--- config.mk ---
export PLATFORM = sky130hd
export DESIGN_NAME = mux_rr_arbiter
export DESIGN_NICKNAME = d
export VERILOG_FILES = /design/src/rtl/mux_rr_arbiter_pkg.sv /design/src/rtl/mux_rr_arbiter_mux4to1.sv /design/src/rtl/mux_rr_arbiter.sv
export SDC_FILE = /design/constraint.sdc
export NUM_CORES = 1
export LEC_CHECK = 0
export ABC_AREA = 1
export BUFFER_PORTS_ARGS = -buffer_cell sky130_fd_sc_hd__buf_2
export CORE_UTILIZATION = 55
export DETAILED_ROUTE_END_ITERATION = 6
export GPL_TIMING_DRIVEN = 0
export PLACE_DENSITY = 0.81
export SYNTH_ARGS = -nofsm -noshare
export SYNTH_HDL_FRONTEND = slang
export SYNTH_SLANG_ARGS = --single-unit
export TNS_END_PERCENT = 5
--- constraint.sdc ---
create_clock -name clk -period 2.6 [get_ports clk]
set_input_delay 0.52 -clock clk [delete_from_list [all_inputs] [get_ports clk]]
set_output_delay 0.52 -clock clk [all_outputs]
set_load 0.005 [all_outputs]
--- src/rtl/mux_rr_arbiter_pkg.sv ---
// mux_rr_arbiter_pkg: shared sizes and state encoding for the round-robin mux arbiter
package mux_rr_arbiter_pkg;
  localparam int NUM_REQ = 4;
  localparam int SEL_W = 2;
  localparam int CNT_W = 4;
  typedef enum logic {IDLE = 1'b0, OWN = 1'b1} state_e;
endpackage

--- src/rtl/mux_rr_arbiter_mux4to1.sv ---
// mux4to1: plain 4:1 single-bit mux cell, a is the select msb, b the lsb
module mux4to1 (
  input  logic d0,
  input  logic d1,
  input  logic d2,
  input  logic d3,
  input  logic a,
  input  logic b,
  output logic y
);
  // select one of four data bits
  always_comb y = a ? (b ? d3 : d2) : (b ? d1 : d0);
endmodule

--- src/rtl/mux_rr_arbiter.sv ---
// mux_rr_arbiter: round-robin arbiter with bounded hold time owning a shared 4:1 mux
module mux_rr_arbiter
  import mux_rr_arbiter_pkg::*;
#(
  parameter int MAX_HOLD = 4
) (
  input  logic       clk,
  input  logic       rst,
  input  logic [3:0] req,
  input  logic [3:0] d,
  output logic [3:0] gnt,
  output logic [1:0] sel,
  output logic       en,
  output logic       y
);
  state_e             state_q, state_d;
  logic [NUM_REQ-1:0] gnt_q, gnt_d, owner_mask, cand;
  logic [SEL_W-1:0]   sel_q, sel_d, last_q, last_d, win_idx;
  logic [CNT_W-1:0]   cnt_q, cnt_d;
  logic               en_q, en_d, win_found, owner_req, hold_done, mux_y;
  // owner status; the owner is excluded from the search so a hold expiry hands over to someone else
  always_comb begin
    owner_req  = state_q == OWN && req[sel_q];
    hold_done  = cnt_q >= CNT_W'(MAX_HOLD);
    owner_mask = state_q == OWN ? NUM_REQ'(1) << sel_q : '0;
    cand       = req & ~owner_mask;
  end
  // rotating-priority search starting just after the last owner; nearest candidate is assigned last and wins
  always_comb begin
    win_found = 1'b0;
    win_idx   = '0;
    for (int k = NUM_REQ; k > 0; k--) begin
      if (cand[last_q + SEL_W'(k)]) begin
        win_found = 1'b1;
        win_idx   = last_q + SEL_W'(k);
      end
    end
  end
  // next state: keep the owner while it requests and its hold is not forcing a handover, else regrant or go idle
  always_comb begin
    state_d = state_q;
    gnt_d   = gnt_q;
    sel_d   = sel_q;
    en_d    = en_q;
    cnt_d   = cnt_q;
    last_d  = last_q;
    if (owner_req && !(hold_done && win_found)) begin
      cnt_d = hold_done ? CNT_W'(1) : cnt_q + CNT_W'(1);
    end else if (win_found) begin
      state_d = OWN;
      gnt_d   = NUM_REQ'(1) << win_idx;
      sel_d   = win_idx;
      en_d    = 1'b1;
      cnt_d   = CNT_W'(1);
      last_d  = win_idx;
    end else begin
      state_d = IDLE;
      gnt_d   = '0;
      en_d    = 1'b0;
      cnt_d   = '0;
    end
  end
  // state and registered outputs; reset leaves last at 3 so requester 0 is first in line
  always_ff @(posedge clk) begin
    if (rst) begin
      state_q <= IDLE;
      gnt_q   <= '0;
      sel_q   <= '0;
      en_q    <= 1'b0;
      cnt_q   <= '0;
      last_q  <= SEL_W'(NUM_REQ - 1);
    end else begin
      state_q <= state_d;
      gnt_q   <= gnt_d;
      sel_q   <= sel_d;
      en_q    <= en_d;
      cnt_q   <= cnt_d;
      last_q  <= last_d;
    end
  end
  mux4to1 u_mux (
    .d0(d[0]),
    .d1(d[1]),
    .d2(d[2]),
    .d3(d[3]),
    .a (sel_q[1]),
    .b (sel_q[0]),
    .y (mux_y)
  );
  assign gnt = gnt_q;
  assign sel = sel_q;
  assign en  = en_q;
  assign y   = mux_y & en_q;
endmodule

==> impl_metrics.xml <==
<?xml version="1.0" encoding="UTF-8"?>
<metrics>
  <group name="place">
    <metric name="post_dp_cell_area" unit="um2">928</metric>
    <metric name="globalplace.congestion" unit="">0.839</metric>
    <metric name="post-place-ws" unit="ns">0.957</metric>
    <metric name="portBuffers" unit="">17</metric>
    <metric name="hpwl" unit="um">1230</metric>
  </group>
  <group name="timing">
    <metric name="skew" unit="ns">0.00196</metric>
    <metric name="final.setup.tns" unit="ns">0</metric>
    <metric name="time_the_worst_path_needs_with_i_o_delays_and_setup" unit="ns">1.79</metric>
    <metric name="finalMaxSlewViolations" unit="">0</metric>
    <metric name="rsz0062_at_grt" unit="">false</metric>
    <metric name="fmax" unit="MHz">558</metric>
    <metric name="setup_ws" unit="ns">0.808</metric>
    <metric name="report.final.hold_viol_count" unit="">0</metric>
    <metric name="final-setup-viol-count" unit="">0</metric>
    <metric name="final.period_utilization" unit="">0.689</metric>
  </group>
  <group name="power_and_ir_drop">
    <metric name="power_density" unit="nW/um2">1170</metric>
    <metric name="comb_power_share" unit="">0.613</metric>
    <metric name="internal-power" unit="W">0.000586</metric>
    <metric name="vdd_drop_max" unit="mV">0.631</metric>
    <metric name="netSwitchingFraction" unit="">0.474</metric>
    <metric name="netSwitchingPower" unit="W">0.000529</metric>
    <metric name="total_power" unit="W">0.00111</metric>
    <metric name="clkPwrFrac" unit="">0.108</metric>
    <metric name="total_leakage_power" unit="nW">0.513</metric>
    <metric name="power_frac_seq" unit="">0.279</metric>
  </group>
  <group name="worst_setup_path">
    <metric name="cp.buffers_inverters" unit="">4</metric>
    <metric name="critical_path.cell_chain" unit="">buf_4 &gt; inv_2 &gt; nand2_1 &gt; inv_1 &gt; a22oi_1 &gt; a31oi_1 &gt; buf_2</metric>
    <metric name="worst_ep_required_time" unit="ns">2.08</metric>
    <metric name="crit_family" unit="">buffers and inverters</metric>
    <metric name="cpMaxStageDelayCell" unit="">sky130_fd_sc_hd__dfxtp_1</metric>
    <metric name="worst_setup_path_endpoint" unit="">y</metric>
    <metric name="reg_to_reg_setup_timing_slack" unit="ns">0.95</metric>
    <metric name="worstSetupEndpointType" unit="">output pin</metric>
    <metric name="cp-start-kind" unit="">flop</metric>
    <metric name="critical_path_class" unit="">reg -&gt; out</metric>
    <metric name="ff2ff_path_depth" unit="">13</metric>
    <metric name="critical_path_depth" unit="">7</metric>
    <metric name="cp_data_arrival_time" unit="ns">1.27</metric>
    <metric name="crit_path_max_fanout" unit="">9</metric>
    <metric name="timing.rr.start" unit="">sel[0]$_SDFFE_PP0P_</metric>
    <metric name="critPathLaunch" unit="">sel[1]$_SDFFE_PP0P_</metric>
    <metric name="biggest_cell_delay_along_the_critical_path" unit="ns">0.33</metric>
    <metric name="regToRegEndpoint" unit="">gnt[0]$_SDFFE_PP0N_</metric>
  </group>
  <group name="yosys">
    <metric name="synth_top_family_by_area" unit="">simple AND/OR/NAND/NOR gates</metric>
    <metric name="syn-instance-count" unit="">122</metric>
    <metric name="synth.net_count" unit="">133</metric>
    <metric name="synthAdderAreaFrac" unit="">0.0152</metric>
    <metric name="ys_top_cells_by_area" unit="">sky130_fd_sc_hd__dfxtp_1 32%, sky130_fd_sc_hd__nand2_1 13%, sky130_fd_sc_hd__nand3_1 12%, sky130_fd_sc_hd__nand2_2 6.1%, sky130_fd_sc_hd__inv_1 5.9%</metric>
    <metric name="yosys_warnings" unit="">0</metric>
    <metric name="yosys.cell_types.count" unit="">25</metric>
    <metric name="synth_compound_area_frac" unit="">0.103</metric>
    <metric name="synth_top_cell_by_area" unit="">sky130_fd_sc_hd__dfxtp_1</metric>
    <metric name="post_synth_and_or_nand_nor_area_fraction" unit="">0.414</metric>
    <metric name="synth.yosys.seq_area_share" unit="">0.316</metric>
    <metric name="yosysTopAreaCellShare" unit="">0.316</metric>
    <metric name="mappedNetlistArea" unit="um2">825</metric>
    <metric name="synth_mux_area_frac" unit="">0</metric>
    <metric name="syn-mean-instance-area" unit="um2">6.76</metric>
    <metric name="postSynthRegisterBits" unit="">13</metric>
    <metric name="synth_xor_xnor_area_share" unit="">0.0197</metric>
  </group>
  <group name="global_route">
    <metric name="grt_overflow_total" unit="">0</metric>
    <metric name="global_route_wire_length_before_repair" unit="um">2230</metric>
    <metric name="grt_max_degree" unit="">10</metric>
    <metric name="grt_antenna_before_repair" unit="">0</metric>
    <metric name="grt_pass1_vias" unit="">565</metric>
    <metric name="grt.total_usage" unit="">0.207</metric>
  </group>
  <group name="routing">
    <metric name="drc" unit="">0</metric>
    <metric name="drt_pass_1_iters" unit="">4</metric>
    <metric name="vias_post_dr" unit="">793</metric>
    <metric name="drt-total-wl" unit="um">1520</metric>
    <metric name="via_per_inst" unit="">5.02</metric>
    <metric name="initialDrtViolationCount" unit="">14</metric>
    <metric name="final_antenna_net_count" unit="">0</metric>
    <metric name="routedWlPerCell" unit="um">9.64</metric>
  </group>
  <group name="clocking">
    <metric name="clock_tree_from_tritoncts" unit="">yes</metric>
    <metric name="clk_root_buffer_cell" unit="">sky130_fd_sc_hd__clkbuf_4</metric>
    <metric name="cts_sinks" unit="">13</metric>
    <metric name="ctsResizeCount" unit="">0</metric>
    <metric name="htree_num_levels" unit="">1</metric>
    <metric name="post_cts_hold_buffer_count" unit="">0</metric>
    <metric name="post_cts.repair.setup_buffers" unit="">0</metric>
    <metric name="numCtsBuffers" unit="">3</metric>
    <metric name="clk_transition_reported_paths" unit="ns">0.07</metric>
    <metric name="cts_buffer_depth" unit="">2</metric>
    <metric name="worst_skew_pair.late_latency" unit="ns">0.27</metric>
  </group>
  <group name="run_status">
    <metric name="status" unit="">finished clean</metric>
  </group>
  <group name="floorplan">
    <metric name="fp.dieH" unit="um">40.7</metric>
    <metric name="starting_density" unit="">0.611</metric>
    <metric name="design.core.area" unit="um2">1350</metric>
    <metric name="placementRows" unit="">13</metric>
    <metric name="design.portCount" unit="">18</metric>
    <metric name="die_w" unit="um">40.7</metric>
    <metric name="dieArea" unit="um2">1660</metric>
  </group>
  <group name="job">
    <metric name="maxCapViolCount" unit="">0</metric>
  </group>
  <group name="layout">
    <metric name="fill_cells" unit="">143</metric>
    <metric name="drive_gt1_frac" unit="">0.336</metric>
    <metric name="ant_diodes" unit="">0</metric>
    <metric name="finish.utilization" unit="">0.708</metric>
    <metric name="area_growth_syn_to_layout" unit="%">15.9</metric>
    <metric name="finish.net_count" unit="">155</metric>
    <metric name="final-seq-area" unit="um2">260</metric>
    <metric name="layout.cell_area.non_filler" unit="um2">956</metric>
    <metric name="area_taken_by_multi_input_logic_gates" unit="um2">459</metric>
  </group>
  <group name="worst_hold_path">
    <metric name="hp-class" unit="">reg -&gt; reg</metric>
  </group>
</metrics>
## per-layer routing
metal	vias up	track usage	wire length, um
met2	18	0.310	715
met4	0	0.0583	6
met5	-	0	0
li1	425	-	-
met3	2	0.0978	88
met1	348	0.263	713
## worst reg2reg max path, stage by stage (launching register included)
cell,delay [ns]
sky130_fd_sc_hd__dfxtp_1,0.33
sky130_fd_sc_hd__buf_6,0.14
sky130_fd_sc_hd__nor2_4,0.12
sky130_fd_sc_hd__nand2_1,0.08
sky130_fd_sc_hd__nand3_1,0.07
sky130_fd_sc_hd__nand2_1,0.10
sky130_fd_sc_hd__nor2_1,0.13
sky130_fd_sc_hd__nand2_2,0.09
sky130_fd_sc_hd__o21ai_2,0.10
sky130_fd_sc_hd__inv_2,0.10
sky130_fd_sc_hd__nand3_1,0.11
sky130_fd_sc_hd__nor2_1,0.06
sky130_fd_sc_hd__nor2_1,0.09
sky130_fd_sc_hd__nor2_1,0.04
## metrics by stage
stage	std cells	hold slack (ns)
global placement	154	0.442
detailed placement	154	0.446
floorplan	122	0.423
global route	158	0.482
finish	158	0.461
CTS	158	0.464
## placed cells by master, fill, tap and decap left out
master and count:
sky130_fd_sc_hd__clkbuf_4 3, sky130_fd_sc_hd__a21oi_1 4, sky130_fd_sc_hd__a21boi_2 1, sky130_fd_sc_hd__dfxtp_1 13, sky130_fd_sc_hd__a31oi_1 1, sky130_fd_sc_hd__buf_2 17
sky130_fd_sc_hd__o211ai_1 3, sky130_fd_sc_hd__ha_1 1, sky130_fd_sc_hd__o21ai_2 1, sky130_fd_sc_hd__a21oi_2 1, sky130_fd_sc_hd__nor2_4 1, sky130_fd_sc_hd__nor2_2 2
sky130_fd_sc_hd__nand2_1 28, sky130_fd_sc_hd__clkinv_2 1, sky130_fd_sc_hd__inv_2 6, sky130_fd_sc_hd__nand2_4 1, sky130_fd_sc_hd__a22oi_1 1, sky130_fd_sc_hd__buf_4 3
sky130_fd_sc_hd__nor2_1 8, sky130_fd_sc_hd__xor2_2 1, sky130_fd_sc_hd__nand3_1 19, sky130_fd_sc_hd__inv_1 13, sky130_fd_sc_hd__or2_2 1, sky130_fd_sc_hd__buf_6 1
sky130_fd_sc_hd__nand2_2 8, sky130_fd_sc_hd__nand4_1 2, sky130_fd_sc_hd__nand3b_1 1, sky130_fd_sc_hd__conb_1 1
## sequential cells by signal, summed over array words and instances, names as in the netlist
name,count
cnt_q,4
en,1
gnt,4
last_q,2
sel,2
## how the worst min path moves through the flow
stage	depth (start not counted)	endpoint	from
after floorplan	1	cnt_q[0]$_SDFF_PP0_	cnt_q[0]$_SDFF_PP0_
after global routing	1	cnt_q[0]$_SDFF_PP0_	cnt_q[0]$_SDFF_PP0_
after global placement	1	cnt_q[0]$_SDFF_PP0_	cnt_q[0]$_SDFF_PP0_
after detailed placement	1	cnt_q[0]$_SDFF_PP0_	cnt_q[0]$_SDFF_PP0_
after CTS	1	cnt_q[0]$_SDFF_PP0_	cnt_q[0]$_SDFF_PP0_
final	1	cnt_q[0]$_SDFF_PP0_	cnt_q[0]$_SDFF_PP0_
## power groups by stage
stage / combinational (W) / clock (W) / sequential [W]
6_report: 0.000683 / 0.000120 / 0.000311
5_1_grt: 0.000786 / 0.000135 / 0.000320
4_1_cts: 0.000684 / 0.000126 / 0.000312
3_5_place_dp: 0.000682 / 0 / 0.000316
3_3_place_gp: 0.000668 / 0 / 0.000314
2_1_floorplan: 0.000545 / 0 / 0.000313
## cell usage after synthesis, drive strengths merged
library cell   n
dfxtp         13
or2            1
a22oi          1
a31oi          1
a21boi         1
nand2         37
o21ai          1
a21oi          5
inv           19
o211ai         3
conb           1
ha             1
xor2           1
buf            4
nor2          11
nand3b         1
nand3         19
nand4          2
## logic make-up after synthesis
family | after synthesis
and+or+nand+nor | 71
buffers and inverters | 23
other | 1
DFF | 13
xor gates and xnor gates | 1
adders and majority gates | 1
AOI/OAI and AO/OA | 12
## cell type report
cell class | count | area share
plain buffers | 4 | 0.0353
multi-input cells | 86 | 0.480
inverters | 19 | 0.0746
flip-flops and latches | 13 | 0.272
repair buffers | 17 | 0.0890
clock inverters | 1 | 0.00524
well taps | 15 | 0.0196
clock buffers | 3 | 0.0236
Power figures use the tool's default switching activity.
